[config.mk]
export PLATFORM = sky130hd
export DESIGN_NAME = axi_lite_pkt_tx_slave_flat
export DESIGN_NICKNAME = d
export VERILOG_FILES = /design/src/rtl/axi_lite_pkt_tx_slave_if.sv /design/src/rtl/axi_lite_pkt_tx_slave.sv /design/src/flat_wrapper.sv
export SDC_FILE = /design/constraint.sdc
export NUM_CORES = 1
export LEC_CHECK = 0
export BUFFER_PORTS_ARGS = -buffer_cell sky130_fd_sc_hd__buf_2
export CAP_MARGIN = 25
export CELL_PAD_IN_SITES_DETAIL_PLACEMENT = 0
export CELL_PAD_IN_SITES_GLOBAL_PLACEMENT = 1
export CORE_ASPECT_RATIO = 0.8
export CORE_MARGIN = 2
export CORE_UTILIZATION = 35
export DETAILED_ROUTE_END_ITERATION = 6
export PLACE_DENSITY = 0.55
export RECOVER_POWER = 50
export SLEW_MARGIN = 40
export SYNTH_ARGS = -nofsm -noshare
export SYNTH_HDL_FRONTEND = slang
export SYNTH_SLANG_ARGS = --single-unit
[constraint.sdc]
create_clock -name clk -period 6.3 [get_ports clk]
set_input_delay 0.315 -clock clk [delete_from_list [all_inputs] [get_ports clk]]
set_output_delay 0.315 -clock clk [all_outputs]
set_load 0.05 [all_outputs]
[src/rtl/axi_lite_pkt_tx_slave_if.sv]
// Bus bundle for the packet-transmit slave: the ext_* AXI4-Lite-style
// CSR channel set and the outgoing tx_* word stream.
interface axi_lite_pkt_tx_slave_if;
    // Write address / data / response
    logic        ext_awvalid;
    logic        ext_awready;
    logic [31:0] ext_awaddr;
    logic        ext_wvalid;
    logic        ext_wready;
    logic [31:0] ext_wdata;
    logic [3:0]  ext_wstrb;
    logic        ext_bvalid;
    logic        ext_bready;
    // Read address / data
    logic        ext_arvalid;
    logic        ext_arready;
    logic [31:0] ext_araddr;
    logic        ext_rvalid;
    logic        ext_rready;
    logic [31:0] ext_rdata;
    // Outgoing word stream
    logic [31:0] tx_tdata;
    logic        tx_tlast;
    logic        tx_tvalid;
    logic        tx_tready;

    // Design side
    modport slave (
        input  ext_awvalid, ext_awaddr, ext_wvalid, ext_wdata, ext_wstrb,
        input  ext_bready, ext_arvalid, ext_araddr, ext_rready, tx_tready,
        output ext_awready, ext_wready, ext_bvalid, ext_arready, ext_rvalid,
        output ext_rdata, tx_tdata, tx_tlast, tx_tvalid
    );

    // CPU / accelerator side
    modport master (
        output ext_awvalid, ext_awaddr, ext_wvalid, ext_wdata, ext_wstrb,
        output ext_bready, ext_arvalid, ext_araddr, ext_rready, tx_tready,
        input  ext_awready, ext_wready, ext_bvalid, ext_arready, ext_rvalid,
        input  ext_rdata, tx_tdata, tx_tlast, tx_tvalid
    );
endinterface

[src/rtl/axi_lite_pkt_tx_slave.sv]
// CSR slave with a first-word-fall-through transmit FIFO. The CPU pushes
// packet words over the ext_* bus; they drain as a valid/ready stream with
// a last marker. Register map on addr[3:2]: CTRL, STATUS, TXDATA, TXLAST.
module axi_lite_pkt_tx_slave #(
    parameter int DEPTH = 16,
    parameter int CW    = $clog2(DEPTH) + 1
) (
    input  logic                    clk,
    input  logic                    rst,
    axi_lite_pkt_tx_slave_if.slave  bus
);
    localparam int PW = CW - 1;

    typedef enum logic [1:0] {
        REG_CTRL   = 2'd0,
        REG_STATUS = 2'd1,
        REG_TXDATA = 2'd2,
        REG_TXLAST = 2'd3
    } reg_addr_e;

    // Write-channel holding state
    logic        aw_held_q, aw_held_d;
    logic        w_held_q,  w_held_d;
    reg_addr_e   awaddr_q,  awaddr_d;
    logic [31:0] wdata_q,   wdata_d;
    logic        wstrb0_q,  wstrb0_d;
    logic        bvalid_q,  bvalid_d;
    // Read channel
    logic        rvalid_q,  rvalid_d;
    logic [31:0] rdata_q,   rdata_d;
    // CSRs
    logic        en_q,      en_d;
    logic        ovf_q,     ovf_d;
    // FIFO
    logic [32:0] mem [DEPTH];
    logic [PW-1:0] wr_ptr_q, wr_ptr_d;
    logic [PW-1:0] rd_ptr_q, rd_ptr_d;
    logic [CW-1:0] count_q,  count_d;

    logic        aw_hs, w_hs, ar_hs, wr_exec;
    reg_addr_e   wr_addr, rd_addr;
    logic [31:0] wr_data;
    logic        wr_strb0;
    logic        full, empty, push_req, push, pop, flush, ovf_set, ovf_clr;
    logic        tvalid;
    logic [8:0]  cnt_ext;
    logic [31:0] status_word;

    assign bus.ext_awready = !aw_held_q && !bvalid_q;
    assign bus.ext_wready  = !w_held_q && !bvalid_q;
    assign bus.ext_bvalid  = bvalid_q;
    assign bus.ext_arready = !rvalid_q;
    assign bus.ext_rvalid  = rvalid_q;
    assign bus.ext_rdata   = rdata_q;

    assign aw_hs = bus.ext_awvalid && bus.ext_awready;
    assign w_hs  = bus.ext_wvalid  && bus.ext_wready;
    assign ar_hs = bus.ext_arvalid && bus.ext_arready;

    // A held half takes precedence over the bus; the write fires once both halves exist.
    assign wr_addr  = aw_held_q ? awaddr_q : reg_addr_e'(bus.ext_awaddr[3:2]);
    assign wr_data  = w_held_q  ? wdata_q  : bus.ext_wdata;
    assign wr_strb0 = w_held_q  ? wstrb0_q : bus.ext_wstrb[0];
    assign wr_exec  = (aw_held_q || aw_hs) && (w_held_q || w_hs);
    assign rd_addr  = reg_addr_e'(bus.ext_araddr[3:2]);

    assign full     = (count_q == CW'(DEPTH));
    assign empty    = (count_q == '0);
    assign tvalid   = en_q && !empty;
    assign pop      = tvalid && bus.tx_tready;
    assign push_req = wr_exec && (wr_addr == REG_TXDATA || wr_addr == REG_TXLAST);
    assign push     = push_req && !full;
    assign ovf_set  = push_req && full;
    assign ovf_clr  = wr_exec && (wr_addr == REG_STATUS) && wr_data[2];
    assign flush    = wr_exec && (wr_addr == REG_CTRL) && wr_strb0 && wr_data[1];

    assign bus.tx_tvalid = tvalid;
    assign bus.tx_tdata  = mem[rd_ptr_q][31:0];
    assign bus.tx_tlast  = mem[rd_ptr_q][32];

    assign cnt_ext     = 9'(count_q);
    assign status_word = {16'h0, cnt_ext[7:0], 5'b0, ovf_q, full, empty};

    // Address bits and strobe lanes that never reach a register.
    logic unused_bits;
    assign unused_bits = ^{bus.ext_awaddr[31:4], bus.ext_awaddr[1:0],
                           bus.ext_araddr[31:4], bus.ext_araddr[1:0],
                           bus.ext_wstrb[3:1], cnt_ext[8]};

    // Write channel: latch AW/W independently, execute when both present, hold B until bready.
    always_comb begin
        // NOTE: every _d gets its current value first so no path leaves it unassigned (no latch).
        aw_held_d = aw_held_q;
        w_held_d  = w_held_q;
        awaddr_d  = awaddr_q;
        wdata_d   = wdata_q;
        wstrb0_d  = wstrb0_q;
        bvalid_d  = bvalid_q;
        if (bvalid_q && bus.ext_bready) begin
            bvalid_d = 1'b0;
        end
        if (wr_exec) begin
            aw_held_d = 1'b0;
            w_held_d  = 1'b0;
            bvalid_d  = 1'b1;
        end else begin
            if (aw_hs) begin
                aw_held_d = 1'b1;
                awaddr_d  = reg_addr_e'(bus.ext_awaddr[3:2]);
            end
            if (w_hs) begin
                w_held_d = 1'b1;
                wdata_d  = bus.ext_wdata;
                wstrb0_d = bus.ext_wstrb[0];
            end
        end
    end

    // Read channel: capture pre-write register state on AR, hold until rready.
    always_comb begin
        rvalid_d = rvalid_q;
        rdata_d  = rdata_q;
        if (rvalid_q && bus.ext_rready) begin
            rvalid_d = 1'b0;
        end
        if (ar_hs) begin
            rvalid_d = 1'b1;
            unique case (rd_addr)
                REG_CTRL:   rdata_d = {31'b0, en_q};
                REG_STATUS: rdata_d = status_word;
                default:    rdata_d = '0;
            endcase
        end
    end

    // CSR and FIFO pointer/count next state; flush beats any same-cycle pop, OVF set beats clear.
    always_comb begin
        en_d     = en_q;
        ovf_d    = ovf_q;
        wr_ptr_d = wr_ptr_q;
        rd_ptr_d = rd_ptr_q;
        count_d  = count_q;
        if (wr_exec && wr_addr == REG_CTRL && wr_strb0) begin
            en_d = wr_data[0];
        end
        if (ovf_set) begin
            ovf_d = 1'b1;
        end else if (ovf_clr) begin
            ovf_d = 1'b0;
        end
        if (flush) begin
            wr_ptr_d = '0;
            rd_ptr_d = '0;
            count_d  = '0;
        end else begin
            wr_ptr_d = wr_ptr_q + PW'(push);
            rd_ptr_d = rd_ptr_q + PW'(pop);
            if (push && !pop) begin
                count_d = count_q + CW'(1);
            end else if (pop && !push) begin
                count_d = count_q - CW'(1);
            end
        end
    end

    // State registers.
    always_ff @(posedge clk or posedge rst) begin
        // NOTE: sequential state uses <= so every register samples pre-edge values.
        if (rst) begin
            aw_held_q <= 1'b0;
            w_held_q  <= 1'b0;
            awaddr_q  <= REG_CTRL;
            wdata_q   <= '0;
            wstrb0_q  <= 1'b0;
            bvalid_q  <= 1'b0;
            rvalid_q  <= 1'b0;
            rdata_q   <= '0;
            en_q      <= 1'b0;
            ovf_q     <= 1'b0;
            wr_ptr_q  <= '0;
            rd_ptr_q  <= '0;
            count_q   <= '0;
        end else begin
            aw_held_q <= aw_held_d;
            w_held_q  <= w_held_d;
            awaddr_q  <= awaddr_d;
            wdata_q   <= wdata_d;
            wstrb0_q  <= wstrb0_d;
            bvalid_q  <= bvalid_d;
            rvalid_q  <= rvalid_d;
            rdata_q   <= rdata_d;
            en_q      <= en_d;
            ovf_q     <= ovf_d;
            wr_ptr_q  <= wr_ptr_d;
            rd_ptr_q  <= rd_ptr_d;
            count_q   <= count_d;
        end
    end

    // FIFO storage: word plus last flag at the write pointer.
    always_ff @(posedge clk) begin
        // NOTE: storage is not reset; count/pointers alone decide which entries are valid.
        if (push) begin
            mem[wr_ptr_q] <= {wr_addr == REG_TXLAST, wr_data};
        end
    end

endmodule

[src/flat_wrapper.sv]
// flat-port wrapper written by rule: the top's interface ports become plain ports
module axi_lite_pkt_tx_slave_flat 
#(
    parameter int DEPTH = 16,
    parameter int CW    = $clog2(DEPTH) + 1
)
  (clk, rst, bus_ext_awvalid, bus_ext_awaddr, bus_ext_wvalid, bus_ext_wdata, bus_ext_wstrb, bus_ext_bready, bus_ext_arvalid, bus_ext_araddr, bus_ext_rready, bus_tx_tready, bus_ext_awready, bus_ext_wready, bus_ext_bvalid, bus_ext_arready, bus_ext_rvalid, bus_ext_rdata, bus_tx_tdata, bus_tx_tlast, bus_tx_tvalid);
  axi_lite_pkt_tx_slave_if bus_i ();
  input  logic clk;
  input  logic rst;
  input wire logic [$bits(bus_i.ext_awvalid)-1:0] bus_ext_awvalid;
  input wire logic [$bits(bus_i.ext_awaddr)-1:0] bus_ext_awaddr;
  input wire logic [$bits(bus_i.ext_wvalid)-1:0] bus_ext_wvalid;
  input wire logic [$bits(bus_i.ext_wdata)-1:0] bus_ext_wdata;
  input wire logic [$bits(bus_i.ext_wstrb)-1:0] bus_ext_wstrb;
  input wire logic [$bits(bus_i.ext_bready)-1:0] bus_ext_bready;
  input wire logic [$bits(bus_i.ext_arvalid)-1:0] bus_ext_arvalid;
  input wire logic [$bits(bus_i.ext_araddr)-1:0] bus_ext_araddr;
  input wire logic [$bits(bus_i.ext_rready)-1:0] bus_ext_rready;
  input wire logic [$bits(bus_i.tx_tready)-1:0] bus_tx_tready;
  output wire logic [$bits(bus_i.ext_awready)-1:0] bus_ext_awready;
  output wire logic [$bits(bus_i.ext_wready)-1:0] bus_ext_wready;
  output wire logic [$bits(bus_i.ext_bvalid)-1:0] bus_ext_bvalid;
  output wire logic [$bits(bus_i.ext_arready)-1:0] bus_ext_arready;
  output wire logic [$bits(bus_i.ext_rvalid)-1:0] bus_ext_rvalid;
  output wire logic [$bits(bus_i.ext_rdata)-1:0] bus_ext_rdata;
  output wire logic [$bits(bus_i.tx_tdata)-1:0] bus_tx_tdata;
  output wire logic [$bits(bus_i.tx_tlast)-1:0] bus_tx_tlast;
  output wire logic [$bits(bus_i.tx_tvalid)-1:0] bus_tx_tvalid;
  assign bus_i.ext_awvalid = bus_ext_awvalid;
  assign bus_i.ext_awaddr = bus_ext_awaddr;
  assign bus_i.ext_wvalid = bus_ext_wvalid;
  assign bus_i.ext_wdata = bus_ext_wdata;
  assign bus_i.ext_wstrb = bus_ext_wstrb;
  assign bus_i.ext_bready = bus_ext_bready;
  assign bus_i.ext_arvalid = bus_ext_arvalid;
  assign bus_i.ext_araddr = bus_ext_araddr;
  assign bus_i.ext_rready = bus_ext_rready;
  assign bus_i.tx_tready = bus_tx_tready;
  assign bus_ext_awready = bus_i.ext_awready;
  assign bus_ext_wready = bus_i.ext_wready;
  assign bus_ext_bvalid = bus_i.ext_bvalid;
  assign bus_ext_arready = bus_i.ext_arready;
  assign bus_ext_rvalid = bus_i.ext_rvalid;
  assign bus_ext_rdata = bus_i.ext_rdata;
  assign bus_tx_tdata = bus_i.tx_tdata;
  assign bus_tx_tlast = bus_i.tx_tlast;
  assign bus_tx_tvalid = bus_i.tx_tvalid;
  axi_lite_pkt_tx_slave #(.DEPTH(DEPTH), .CW(CW)) u_core (.clk(clk), .rst(rst), .bus(bus_i));
endmodule
==> results.md <==
Placement
• **cell area after placement** 24700 um2
• **Final Wtd Congestion** 0.674
• **setup slack at placement** 2.70 ns
• **Port-buffer cells** 91
• **detailed placer's ending HPWL** 26100 um

Clocking
• **H-tree depth reported by CTS** 2
• **clock edge transition at the registers on the reported setup and hold paths** 0.06 ns
• **cts hold-fix bufs** 40
• **clock latency of the later-clocked register in the worst-skew pair** 0.62 ns
• **number of buffers on the longest clock path** 3
• **clock tree from TritonCTS** yes
• **Sinks on Clock Net** 590
• **master cell of the clock root buffer** sky130_fd_sc_hd__clkbuf_16
• **# Post-CTS Setup Buffers** 0
• **post-CTS sizing** 0
• **clock buffer count from CTS** 59

Synth
• **count of synthesis-stage warnings from yosys** 0
• **Async S/R FF share, synth** 10.5%
• **number of synthesized flops with an enable pin** 528
• **Post-Syn Instances** 1103
• **synth unique cells** 49
• **flip-flop cell with the highest count after synthesis** sky130_fd_sc_hd__edfxtp_1
• **average instance area after synthesis** 21.0 um2
• **part of the Yosys area used for sequential elements** 75.1%
• **cell area after synthesis** 23200 um2
• **flop and latch count out of synthesis** 590

Finish
• **layout cell share with drive strength beyond 1** 29.8%
• **final instance area** 27100 um2
• **number of filler instances in the final layout** 5839
• **Ant. Diodes** 0
• **Synth-to-Final Area Change** 16.9%
• **number of nets at the end of the flow** 1382

Run
• **Maximum Capacitance Violations** 4

STA
• **worst-case clock skew** 0.0319 ns
• **setup repair after global routing missed its margin** no
• **worst-case hold slack** 0.0865 ns
• **clock period minus final worst setup slack** 4.00 ns
• **count of final setup violators** 0
• **transition time at the pin with the least slew margin** 2.64 ns
• **worst slew slack as a fraction of its limit** -76.2%
• **final worst-path cycle share** 63.4%
• **achievable frequency** 250 MHz
• **Slew Viols, Final** 120
• **final hold vios** 0
• **worst path setup slack after routing** 2.30 ns
• **final-layout setup total negative slack** 0 ns

Floorplan
• **DIE WIDTH** 292 um
• **standard cell core area** 65600 um2
• **starting utilization of the core area** 35.3%
• **total number of placement rows** 84
• **DIE HEIGHT** 234 um
• **num ports** 179
• **area of the die** 68300 um2

Power
• **Peak supply drop** 0.282 mV
• **clock share of power** 28.1%
• **combinational share of power** 32.0%
• **Power Dens Cells** 481 nW/um2
• **Switching Share** 34.2%
• **total chip power** 13000 uW
• **leakage power of the design** 0.00908 uW
• **Seq pwr share** 39.8%
• **internal power** 8580 uW
• **Net Switching** 4460 uW

Setup path
• **endpoint class of the critical path** flip-flop
• **critical path startpoint category** flip-flop
• **flop2flop setup slack** 2.30 ns
• **highest net fanout along the worst path** 19
• **cell at the slowest stage of the critical path** sky130_fd_sc_hd__dfrtp_1
• **startpoint of the worst-slack reg-to-reg timing path** u_core.w_held_q$_DFFE_PP0P_
• **Largest stage delay, worst path** 0.99 ns
• **cell count of the worst reg-to-reg path** 11
• **Worst Path Arrival** 4.49 ns
• **worst path required time** 6.79 ns
• **Worst Path Class, Setup** flip-flop to flip-flop
• **endpoint of the worst register-to-register path** u_core.count_q[4]$_DFFE_PP0P_
• **crit-path cells** o22ai_1 > or3_1 > buf_4 > inv_1 > ha_1 > inv_1 > ha_1 > or4_1 > o311a_1 > o311ai_0 > a21oi_1

Routing
• **count of routing violations after the opening detailed-route iteration** 801
• **drt drc** 0
• **Final ANT Viol Nets** 0
• **vias per cell** 5.02
• **post-detailed-routing wire length** 51600 um
• **DR pass1 iterations** 5
• **wire length per cell** 23.7 um
• **total number of vias** 10913

Global route
• **routing usage on met1** 21.2%
• **most heavily used metal layer in global routing** met2
• **total track usage** 15.2%
• **global route overflow** 0
• **wire length of the first global-routing pass** 75700 um
• **global routing usage on met3** 2.15%
• **maximum number of pins on one net before global-route repair** 78
• **number of global-route vias before repair** 11357
• **initial antenna violation count** 0
• **global-route track usage on met2** 25.3%

Hold path
• **worst min-delay path category** input port to flip-flop
• **endpoint of the worst hold path** u_core.aw_held_q$_DFFE_PP0P_
• **Worst Hold Launch** bus_ext_wvalid
• **cell depth of the worst min-delay path** 3

Outcome
• **failing checks** capacitance limit, slew limit
• **status** finished, violations left

## per-stage QoR
| step | cells | util [%] |
|---|---|---|
| 6_report | 2174 | 41.3 |
| 5_1_grt | 2174 | 41.3 |
| 4_1_cts | 2174 | 41.4 |
| 3_5_place_dp | 2024 | 37.7 |
| 3_3_place_gp | 2021 | 37.6 |
| 2_1_floorplan | 1126 | - |
## layout make-up
type | count | area [um2] | share of cell area, %
Inverter | 10 | 38.8 | 0.143
Multi-Input combinational cell | 442 | 5450 | 20.1
Sequential cell | 590 | 17400 | 64.3
Clock inverter | 39 | 472 | 1.74
Clock buffer | 71 | 1550 | 5.73
Tap cell | 860 | 1080 | 3.97
Timing Repair Buffer | 162 | 1100 | 4.05
## cells by family (layout without fill, tap and decap cells)
group | count (synthesis) | in the layout | synth area share (%)
flops | 590 | 590 | 75.1
mux | 206 | 206 | 16.4
simple gates | 106 | 106 | 2.51
buf+inv | 94 | 282 | 2.32
compound gates | 91 | 91 | 2.94
fa+ha+maj | 9 | 9 | 0.518
xor+xnor | 6 | 6 | 0.227
other cells | 1 | 24 | 0.0162
## power by group through the flow
stage                     logic [uW]  clock network (uW)  registers, uW
after global placement          4170                   0           5310
after floorplan                 3250                   0           5130
after detailed placement        4280                   0           5280
after global routing            4510                3910           5250
after CTS                       4310                3780           5200
final                           4180                3670           5190
## worst max path at each step
stage	slack, ns	cells past startpoint	endpoint	startpoint
global placement	2.74	5	u_core.mem[3][8]$_DFFE_PP_	u_core.w_held_q$_DFFE_PP0P_
floorplan	0.86	5	u_core.mem[1][0]$_DFFE_PP_	u_core.bus.ext_bvalid$_DFFE_PP0P_
finish	2.30	11	u_core.count_q[4]$_DFFE_PP0P_	u_core.w_held_q$_DFFE_PP0P_
global route	1.98	4	u_core.wdata_q[8]$_DFFE_PP0P_	u_core.w_held_q$_DFFE_PP0P_
detailed placement	2.70	12	u_core.count_q[4]$_DFFE_PP0P_	u_core.count_q[1]$_DFFE_PP0P_
CTS	2.42	5	bus_tx_tdata[17]	u_core.rd_ptr_q[0]$_DFF_PP0_
## layer usage
metal | vias to the layer above | routed length, um | share of wire, %
met5 | - | 0 | 0
met4 | 0 | 997 | 1.9
met3 | 65 | 1850 | 3.6
met2 | 184 | 24900 | 48
met1 | 5828 | 23900 | 46
li1 | 4836 | - | -
## flip-flops by register name, summed over array words and instances (netlist names), 2 cells and up
register / cells
u_core.mem: 528
u_core.wdata_q: 32
u_core.bus.ext_rdata: 8
u_core.count_q: 5
u_core.rd_ptr_q: 4
u_core.wr_ptr_q: 4
u_core.awaddr_q: 2
## cells in the mapped netlist (5+ instances only)
cell                       number  area share [%]
sky130_fd_sc_hd__ha_1           8            0.43
sky130_fd_sc_hd__mux4_2       132              13
sky130_fd_sc_hd__buf_4         26            0.84
sky130_fd_sc_hd__buf_1          7            0.11
sky130_fd_sc_hd__nor4_1         5            0.13
sky130_fd_sc_hd__buf_6          9            0.44
sky130_fd_sc_hd__buf_2         16            0.35
sky130_fd_sc_hd__a22oi_1       66             2.1
sky130_fd_sc_hd__a22o_1         7            0.26
sky130_fd_sc_hd__nor2_1        16            0.26
sky130_fd_sc_hd__nor2b_1        9            0.24
sky130_fd_sc_hd__edfxtp_1     528              68
sky130_fd_sc_hd__nand2_1       41            0.66
sky130_fd_sc_hd__nor3b_2        5            0.27
sky130_fd_sc_hd__clkbuf_1      26            0.42
sky130_fd_sc_hd__a21oi_1        5            0.11
sky130_fd_sc_hd__mux2_2        68             3.3
sky130_fd_sc_hd__nor3_1         6            0.13
sky130_fd_sc_hd__inv_1         10            0.16
sky130_fd_sc_hd__dfrtp_1       62             6.7
sky130_fd_sc_hd__mux2i_1        6            0.26
## worst max-delay path: cells and delay by family (launching register included)
family,cells,cell delay [ns]
DFF,1,0.99
and+or+nand+nor,2,0.97
AOI/OAI and AO/OA,4,0.77
adders and majority gates,2,0.61
buffers and inverters,3,0.54
## cell usage in the layout, fill, tap and decap left out, types with 8 or more instances in the layout
| master | netlist | routed |
|---|---|---|
| sky130_fd_sc_hd__ha_1 | 8 | 8 |
| sky130_fd_sc_hd__clkinv_2 | 0 | 14 |
| sky130_fd_sc_hd__nor2_1 | 16 | 14 |
| sky130_fd_sc_hd__buf_2 | 16 | 77 |
| sky130_fd_sc_hd__mux2_1 | 0 | 31 |
| sky130_fd_sc_hd__mux4_2 | 132 | 132 |
| sky130_fd_sc_hd__clkbuf_1 | 26 | 26 |
| sky130_fd_sc_hd__clkinv_1 | 0 | 10 |
| sky130_fd_sc_hd__bufinv_16 | 0 | 11 |
| sky130_fd_sc_hd__nand2_1 | 41 | 41 |
| sky130_fd_sc_hd__inv_1 | 10 | 9 |
| sky130_fd_sc_hd__clkbuf_16 | 0 | 59 |
| sky130_fd_sc_hd__mux2_2 | 68 | 37 |
| sky130_fd_sc_hd__a22oi_1 | 66 | 66 |
| sky130_fd_sc_hd__dlygate4sd3_1 | 0 | 40 |
| sky130_fd_sc_hd__edfxtp_1 | 528 | 528 |
| sky130_fd_sc_hd__dfrtp_1 | 62 | 60 |
| sky130_fd_sc_hd__buf_4 | 26 | 25 |
| sky130_fd_sc_hd__conb_1 | 1 | 24 |
No activity file was read; power rests on OpenSTA's default activity.
